===== config.mk =====
export PLATFORM = sky130hd
export DESIGN_NAME = multicycle_sequencer
export DESIGN_NICKNAME = d
export VERILOG_FILES = /design/src/rtl/seq_pkg.sv /design/src/rtl/multicycle_sequencer.sv
export SDC_FILE = /design/constraint.sdc
export NUM_CORES = 1
export LEC_CHECK = 0
export CORE_ASPECT_RATIO = 0.75
export CORE_MARGIN = 8
export CORE_UTILIZATION = 25
export DETAILED_ROUTE_END_ITERATION = 7
export PLACE_DENSITY = 0.45
export SKIP_CTS_REPAIR_TIMING = 1
export SYNTH_ARGS = -nofsm -noshare
export SYNTH_HDL_FRONTEND = slang
export SYNTH_SLANG_ARGS = --single-unit

===== constraint.sdc =====
create_clock -name clk -period 2.3 [get_ports clk]
set_input_delay 0.23 -clock clk [delete_from_list [all_inputs] [get_ports clk]]
set_output_delay 0.23 -clock clk [all_outputs]
set_load 0.02 [all_outputs]

===== src/rtl/seq_pkg.sv =====
// Shared definitions for the multicycle control path: FSM state encoding
// and the RV32 major opcodes the sequencer accepts.
package seq_pkg;

    typedef enum logic [2:0] {
        ST_FETCH  = 3'd0,
        ST_DECODE = 3'd1,
        ST_EXEC   = 3'd2,
        ST_MEM    = 3'd3,
        ST_WB     = 3'd4,
        ST_HALT   = 3'd7
    } state_t;

    localparam logic [6:0] OP_R      = 7'b0110011;
    localparam logic [6:0] OP_I      = 7'b0010011;
    localparam logic [6:0] OP_LOAD   = 7'b0000011;
    localparam logic [6:0] OP_STORE  = 7'b0100011;
    localparam logic [6:0] OP_BRANCH = 7'b1100011;
    localparam logic [6:0] OP_JAL    = 7'b1101111;

endpackage


===== src/rtl/multicycle_sequencer.sv =====
// Multicycle CPU control sequencer: steps each instruction through
// FETCH/DECODE/EXEC/MEM/WB, guards memory waits with a timeout, counts retirements.
//
// state  | meaning
// FETCH  | request instruction word at PC; on mem_ready load IR, PC+4
// DECODE | check opcode legality
// EXEC   | ALU step; branches and jumps update PC here
// MEM    | data access at ALU result; load -> WB, store retires
// WB     | register file write, instruction retires
// HALT   | illegal opcode or memory timeout; exit only by reset
module multicycle_sequencer
    import seq_pkg::*;
#(
    parameter int MEM_TIMEOUT = 15
) (
    input  logic        clk,
    input  logic        rst_n,
    input  logic [6:0]  opcode,
    input  logic        reg_write_en,
    input  logic        MemRead,
    input  logic        MemWrite,
    input  logic        Branch,
    input  logic        Jump,
    input  logic        branch_taken,
    input  logic        mem_ready,
    output logic        mem_req,
    output logic        mem_we,
    output logic        mem_ifetch,
    output logic        ir_write,
    output logic        pc_write,
    output logic        pc_src_target,
    output logic        rf_write,
    output logic [2:0]  state,
    output logic        halted,
    output logic [31:0] retired
);

    localparam logic [3:0] WAIT_LAST = 4'(MEM_TIMEOUT - 1);

    state_t      state_q, state_d;
    logic        run_q;
    logic [3:0]  wait_q;
    logic [31:0] retired_q;
    logic        retire;
    logic        timeout;

    assign timeout = (wait_q == WAIT_LAST);

    // run_q keeps mem_req low until the first edge after reset release
    always_ff @(posedge clk or negedge rst_n) begin
        if (!rst_n) begin
            state_q   <= ST_FETCH;
            run_q     <= 1'b0;
            wait_q    <= 4'd0;
            retired_q <= 32'd0;
        end else begin
            run_q   <= 1'b1;
            state_q <= state_d;
            if (state_d != state_q)
                wait_q <= 4'd0;
            else if (mem_req)
                wait_q <= wait_q + 4'd1;
            if (retire)
                retired_q <= retired_q + 32'd1;
        end
    end

    always_comb begin
        state_d       = state_q;
        retire        = 1'b0;
        mem_req       = 1'b0;
        mem_we        = 1'b0;
        mem_ifetch    = 1'b0;
        ir_write      = 1'b0;
        pc_write      = 1'b0;
        pc_src_target = 1'b0;
        rf_write      = 1'b0;
        case (state_q)
            ST_FETCH: begin
                if (run_q) begin
                    mem_req    = 1'b1;
                    mem_ifetch = 1'b1;
                    if (mem_ready) begin
                        ir_write = 1'b1;
                        pc_write = 1'b1;
                        state_d  = ST_DECODE;
                    end else if (timeout) begin
                        state_d = ST_HALT;
                    end
                end
            end
            ST_DECODE: begin
                case (opcode)
                    OP_R, OP_I, OP_LOAD, OP_STORE, OP_BRANCH, OP_JAL: state_d = ST_EXEC;
                    default:                                          state_d = ST_HALT;
                endcase
            end
            ST_EXEC: begin
                if (MemRead || MemWrite) begin
                    state_d = ST_MEM;
                end else if (Branch) begin
                    pc_write      = branch_taken;
                    pc_src_target = branch_taken;
                    retire        = 1'b1;
                    state_d       = ST_FETCH;
                end else if (Jump) begin
                    pc_write      = 1'b1;
                    pc_src_target = 1'b1;
                    state_d       = ST_WB;
                end else begin
                    state_d = ST_WB;
                end
            end
            ST_MEM: begin
                mem_req = 1'b1;
                mem_we  = MemWrite;
                // mem_ready wins over a timeout landing on the same cycle
                if (mem_ready) begin
                    if (MemWrite) begin
                        retire  = 1'b1;
                        state_d = ST_FETCH;
                    end else begin
                        state_d = ST_WB;
                    end
                end else if (timeout) begin
                    state_d = ST_HALT;
                end
            end
            ST_WB: begin
                rf_write = reg_write_en;
                retire   = 1'b1;
                state_d  = ST_FETCH;
            end
            ST_HALT: state_d = ST_HALT;
            default: state_d = ST_HALT;
        endcase
    end

    assign state   = state_q;
    assign halted  = (state_q == ST_HALT);
    assign retired = retired_q;

endmodule


# Word-level counts from Yosys, hierarchy flattened
# Cells that the tools add are included.
totals:
  wordCells: 52
  regBits: 40
  output_inout_bits: 43
  inputBits: 16
classes:
  reduce_logical: 4
  n_eq_ne: 13
  mux: 29
  addsub: 2
ops:
  columns: ["cell", "n"]
  rows:
  - ["adder 32 x 1 -> 32 bit, second input constant", 1]
  - ["two-way mux 3 bit", 8]
  - ["two-way mux 1 bit", 15]
  - ["case mux 3 bit (5 select lines)", 1]
  - ["== test 7 x 6 -> 1 bit, second input constant", 2]
  - ["== test 7 bit, second input constant", 2]
  - ["two-way mux 4 bit", 2]
  - ["== test 7 x 2 -> 1 bit, second input constant", 1]
  - ["== test 7 x 5 -> 1 bit, second input constant", 1]
  - ["== test 3 x 2 -> 1 bit, second input constant", 2]
  - ["== test 3 bit, second input constant", 2]
  - ["OR reduction 6 bit", 1]
  - ["adder 4 x 1 -> 4 bit, second input constant", 1]
  - ["== test 4 bit, second input constant", 1]
  - ["case mux 1 bit (2 select lines)", 2]
  - ["== test 3 x 1 -> 1 bit, second input constant", 1]
  - ["logical NOT 3 bit", 1]
  - ["!= test 3 bit", 1]
  - ["case mux 1 bit (3 select lines)", 1]
  - ["nonzero test 2 bit", 1]
  - ["logical OR 1 bit", 1]

# Depth between registers and ports, before layout
logic_depth:
  word_depth: 7
  mapped_depth: 7
  mapped_depth_nobuf: 7

# Worst setup path after synthesis
# OpenSTA, ideal clock, no wires.
synth_path:
  path_kind: "reg-to-output"
  start: "register state_q[2] (netlist: state[2])"
  end: "output pc_write"
  path_buffers: 1
  t_arrival_ns: 1.878
  stages_incl_launch_ff: 6
  t_required_ns: 2.070
  setup_slack_ns: 0.192
  cell_sequence: "dfrtp_1 -> buf_2 -> nand2b_1 -> nor3_1 -> inv_1 -> o22ai_1"
synth_between:
  elab_chain_len: 2
  word_cells_on_any_way: 3
  classes_between: "eq/ne: 1; mux: 1; reduce/logical: 1"
synth_lines:
  columns: ["item", "line", "text"]
  rows:
  - ["start: declaration", "multicycle_sequencer.sv:40", "state_t state_q, state_d;"]
  - ["start signal: assignment", "multicycle_sequencer.sv:58", "state_q <= state_d;"]
  - ["== test 3 x 2 -> 1 bit / logical NOT 3 bit (equally long branches)", "multicycle_sequencer.sv:78", "case (state_q)"]
  - ["case mux 1 bit (2 select lines) *", "multicycle_sequencer.sv:78", null]
  - ["end: declaration", "multicycle_sequencer.sv:30", "output logic pc_write,"]
# Mark *: on every way between the ends. The rest lies on a longest branch, timed or not.

# Final worst setup path
layout_path:
  start: "register state_q[1] (netlist: state[1])"
  end: "output mem_req"
layout_between:
  elab_chain_len: 2
  word_cells_on_any_way: 3
  classes_between: "eq/ne: 1; mux: 1; reduce/logical: 1"
layout_lines:
  columns: ["item", "line", "text"]
  rows:
  - ["== test 3 x 2 -> 1 bit / logical NOT 3 bit (equally long branches)", "multicycle_sequencer.sv:78", null]
  - ["case mux 1 bit (2 select lines) *", "multicycle_sequencer.sv:78", null]
  - ["end: declaration", "multicycle_sequencer.sv:26", "output logic mem_req,"]
# Marks and branches as above.

==> flow_summary.ini <==
[floorplan]
rows = 30
io_pins = 59
chipWidth_um = 125.5
core_area_mm2 = 0.008896
initial_core_util = 0.2526
fp.dieH_um = 98.11
die-area_mm2 = 0.01231

[synth]
yosys.area.top_type = dfrtp_1
synthTopCellsByCount = dfrtp_1 (40), xor2_1 (28), nand2_1 (21)
ys_seq_elements = 40
ys_warn_count = 0
synth-edff-count = 0
synth-main-ff-cell = dfrtp_1
yosys.cell_types.count = 51
ys_seq_area_frac = 0.4454
netlist_instances = 210
yosysMostFrequentCell = dfrtp_1
syn_area_mm2 = 0.002247
synth_nets = 229
syn_avg_cell_area_um2 = 10.70
yosys-top-cells-area = dfrtp_1 (45%), xor2_1 (11%), nand2_1 (3.5%)
synth_top_area_frac = 0.4454
ys_async_sr_fraction = 1.000

[worst_setup_path]
cp-end-kind = output pin
arrival_ns = 1.98
cp_slowest_cell = clkdlybuf4s50_1
critical_path.top_delay_family = buffers and inverters
path_class = reg -> out
path_max_fanout = 13
rrSetupSlack_ns = 0.35
worst-path-buf-inv = 1
slowest_delay_ns = 0.62
rr_worst_depth = 6
r2r-start = state[0]
rr_endpoint = retired[31]
crit_path_start_kind = register
critPathRequiredTime_ns = 2.07
crit_chain = or3b_4 > a21oi_4 > clkdlybuf4s50_1

[cts]
h-tree-depth = 2
clockBufferDepth = 2
clk_pin_slew_worst_paths_ns = 0.06
cts_root_buf = clkbuf_16
cts_tree = done
cts_made_buffers = 5
clock_latency_ns = 0.28
cts_sinks = 40

[cells_and_area]
area_growth_syn_to_layout_pct = 39.09
fin_nets = 297
postLayoutCellArea_mm2 = 0.003126
antennaDiodeCount = 0
multi_input_area_mm2 = 0.001197
drive_above_1_share = 0.1475
stdcell_count = 390
seqCellArea_mm2 = 0.001003
fill_cells = 905

[outcome]
outcome = complete, no violations

[placed_design]
gp_congestion = 0.8175
post-place-cells = 383
placed_area_mm2 = 0.002989
dpl_worst_slack_ns = 0.1750
hpwl_mm = 4.454
io_buffers = 58

[drt]
via_per_inst = 4.577
final_antenna_net_count = 0
dr.first_iter.drc_count = 82
drt_pass1_iterations = 4
drt-wirelength-per-cell_um = 14.72
drt_wl_total_mm = 5.740
route.detailed.drc = 0
vias = 1785

[global_route]
grt_pass1_wl_mm = 9.715
grt_max_degree = 41
grt-ovfl-total = 0
grt_use_total = 0.09699
grt_pass1_vias = 1835
antenna_found_initial = 0

[job]
drv_cap = 0

[timing]
setup_ws_ns = 0.09062
fin_crit_ns = 2.209
setup_viol = 0
rsz0062_at_grt = no
slew_headroom = 0.3925
drv_slew = 0
post-route-period-util = 0.9606
setup_tns_ns = 0
worst_slew_pin_slew_ns = 0.9113
hold_viol = 0
clock_skew_ns = 0.006628
fmax_ghz = 0.4526
hold_ws_ns = 0.08686

[pwr]
cellPowerDensity_mw_per_mm2 = 701.3
ir_drop_v = 0.0002571
p_leak_nw = 1.414

[min_path]
worstHoldPathType = in -> async
-- power breakdown --
group / internal, W / switching (W)
clock: 0.000394 / 0.000264
sequential: 0.000755 / 0.0000813
combinational: 0.000329 / 0.000368
-- metal layers --
layer / up-vias / GRT usage / part of all wire
li1: 887 / - / -
met1: 859 / 0.1363 / 0.52
met2: 34 / 0.1371 / 0.41
met3: 5 / 0.02940 / 0.054
met4: 0 / 0.03078 / 0.012
met5: - / 0 / 0
-- worst register-to-register path, delay by kind of cell, from the launching register on --
| kind | cells | cell delay, ns |
|---|---|---|
| simple gates | 4 | 1.05 |
| flops | 1 | 0.48 |
| buf+inv | 1 | 0.17 |
| xor+xnor | 1 | 0.17 |
-- flip-flops by register name, indices dropped and copies added, names as in the netlist --
register	cells
retired	32
run_q	1
state	3
wait_q	4
-- cell usage in the layout (no fill, tap or decap), types with 6 or more instances in the layout --
master,Yosys,final
xor2_1,28,28
clkdlybuf4s50_1,0,57
inv_1,6,6
xnor2_1,6,6
nand2_1,21,21
dfrtp_1,40,38
nor3_1,10,10
nor2_1,17,17
nand3_1,7,7
buf_4,0,7
-- cell type report --
cell class,instances,area share
tap,112,0.04484
clock buffer,6,0.04123
timing repair buffer,65,0.2010
clock inverter,1,0.001601
sequential,40,0.3211
multi-input combinational,160,0.3831
inverter,6,0.007206
-- worst max path at each step --
stage,start,end,depth (start not counted)
6_report,state[1],mem_req,3
5_1_grt,state[2],pc_write,5
4_1_cts,state[1],mem_req,3
3_5_place_dp,MemWrite,retired[31],7
3_3_place_gp,MemRead,retired[31],7
2_1_floorplan,state[2],pc_write,5
-- kinds of logic (layout without fill, tap and decap cells) --
| family | count (synthesis) | count (layout) | share of synthesized area |
|---|---|---|---|
| flip-flops | 40 | 40 | 0.4454 |
| XOR/XNOR | 34 | 34 | 0.1325 |
| AND/OR/NAND/NOR | 96 | 96 | 0.2862 |
| other | 1 | 1 | 0.001669 |
| multiplexers | 3 | 3 | 0.01392 |
| buffers and inverters | 10 | 78 | 0.02171 |
| adder cells (fa/ha/maj) | 3 | 3 | 0.01671 |
| AO/OA/AOI/OAI | 23 | 23 | 0.08186 |
-- metrics by stage --
stage	total power (W)	utilization
5_1_grt	0.002316	0.3513
2_1_floorplan	0.001231	-
6_report	0.002192	0.3513
3_5_place_dp	0.001554	0.3360
3_3_place_gp	0.001563	0.3360
4_1_cts	0.002224	0.3511
Power figures use the tool's default switching activity.
==> RTL edit: new RTL, config.mk and constraints unchanged <==
Make the reset (`rst_n`) synchronous in one clocked block.
--- a/src/rtl/multicycle_sequencer.sv
+++ b/src/rtl/multicycle_sequencer.sv
@@ -48,5 +48,5 @@
 
     // run_q keeps mem_req low until the first edge after reset release
-    always_ff @(posedge clk or negedge rst_n) begin
+    always_ff @(posedge clk) begin
         if (!rst_n) begin
             state_q   <= ST_FETCH;
Check against the original RTL: differs if rst_n is asserted again (counterexample within 4 cycles, from zero or initial values and one cycle with rst_n low); with rst_n held inactive, the same outputs for 10 cycles.
==> RTL edit against the unedited design <==
Power fell by 2.8%; critical path type unchanged; non-clock buffer count rose by 10; critical path depth rose by 1; combinational power grew 5.7%; clock power is 13% lower; sequential share of layout area shrank 5.3 points; largest cell class unchanged; setup slack better by 42 ps; design area shrank 4.0%; clock skew up 4.1 ps; routed wire length is 6.5% higher; register-to-register slack lost 140 ps; sequential cell count stayed put; area after synthesis fell by 6.2%; count of clock-buffer cells in the layout stayed put.
==> RTL edit: results (changes against the unedited design) <==
grt_pass1_vias: 2005  # +9.3%
cts_root_buffer: "clkbuf_8"
p_leak_uw: 0.00106  # -25%
synth_common_cells: "40 x dfxtp_1, 23 x nor2_1, 22 x a21oi_1"
syn_nets: 264  # +15%
met1_usage_pct: 15.2  # +1.5 points
routed_via_density: 4.75  # +3.8%
synthTopCellsByArea: "dfxtp_1 38%, a21oi_1 5.2%, xor2_1 4.6%, nor2_1 4.1%, o21ai_0 3.8%"
synth-seq-area-share_pct: 38.0  # -6.6 points
ff2ff_setup_slack_ps: 210  # -140 ps
grt_use_met3_pct: 3.20  # +0.26 points
critPathMaxFanout: 8  # -5
skew_ps: 10.7  # +4.09 ps
nets: 335  # +13%
drt_iter0_markers: 122  # +49%
grt_max_degree: 30  # -27%
ir_worst_vdd_uv: 333  # +30%
clk_latency_ps: 300  # +20 ps
hold_path.class: "reg2reg"
synth_cell_type_count: 47  # -7.8%
gr-usage-met2_pct: 15.8  # +2.1 points
grt_pass1_wl_um: 10300  # +5.6%
rr_worst_depth: 5  # -1
clkSlewWorstSetupHoldPaths_ps: 80  # +20 ps
tightest_slew_ps: 538  # -374 ps
worstReg2RegEnd: "retired[25]"
wl_met3_um: 352  # +14%
critPathLaunch: "state[0]"
place.detailed.hpwl_um: 4690  # +5.3%
status: "finished clean"
r2r-start: "retired[6]"
grt.total_usage_pct: 10.9  # +1.2 points
==> RTL edit: changes by cell type after synthesis, moves of 9 or more <==
cell	delta
a21oi_1	+18
dfrtp_1	-40
dfxtp_1	+40
o21ai_0	+13
or3_1	+9
xor2_1	-17
==> RTL edit: report_power, final <==
part	leakage, µW	internal (µW)	switching, µW
logic	0.000684	357	380
registers	0.000324	746	74.1
clock network	0.0000552	322	251
total	0.00106	1420	706
==> RTL edit: through the flow <==
step	std cells	worst slack, ps	cell area [µm²]
final	425	133	3000
after global routing	425	32.7	3000
after CTS	425	-128	2990
after detailed placement	417	-7.23	2880
after global placement	417	26.6	2880
after floorplan	245	229	2110
==> RTL edit: cell families (layout without fill, tap and decap cells) <==
logic type      Yosys count  in the layout  share of synthesized area, %
compound gates           68             68                          21.3
xor+xnor                 14             14                          5.82
fa+ha+maj                 3              3                          1.78
buf+inv                  19             91                          4.63
flops                    40             40                          38.0
mux                       4              4                          1.96
simple gates             97             97                          26.5
==> RTL edit: worst max-delay path, cell delays in order (launching register included) <==
cell and delay [ps]:
dfxtp_2 380, nor2_1 270, and3_1 250, and2_1 140, clkdlybuf4s50_1 600
==> RTL edit: worst min-delay path by stage <==
stage / from / end / slack, ps / cells past startpoint
after global routing: retired[29] / retired[29] / 530 / 2
after CTS: retired[31] / retired[31] / 500 / 2
final: retired[29] / retired[29] / 500 / 2
after detailed placement: retired[31] / retired[31] / 490 / 2
after global placement: retired[31] / retired[31] / 480 / 2
after floorplan: rst_n / run_q / 260 / 0
==> RTL edit: final cells by class <==
type                            instances  area share (%)
Multi-Input combinational cell        186            40.3
Clock inverter                          2            1.17
Clock buffer                            6            2.42
Sequential cell                        40            26.8
Timing Repair Buffer                   75            23.8
Tap cell                              108            4.50
Inverter                                8            1.00
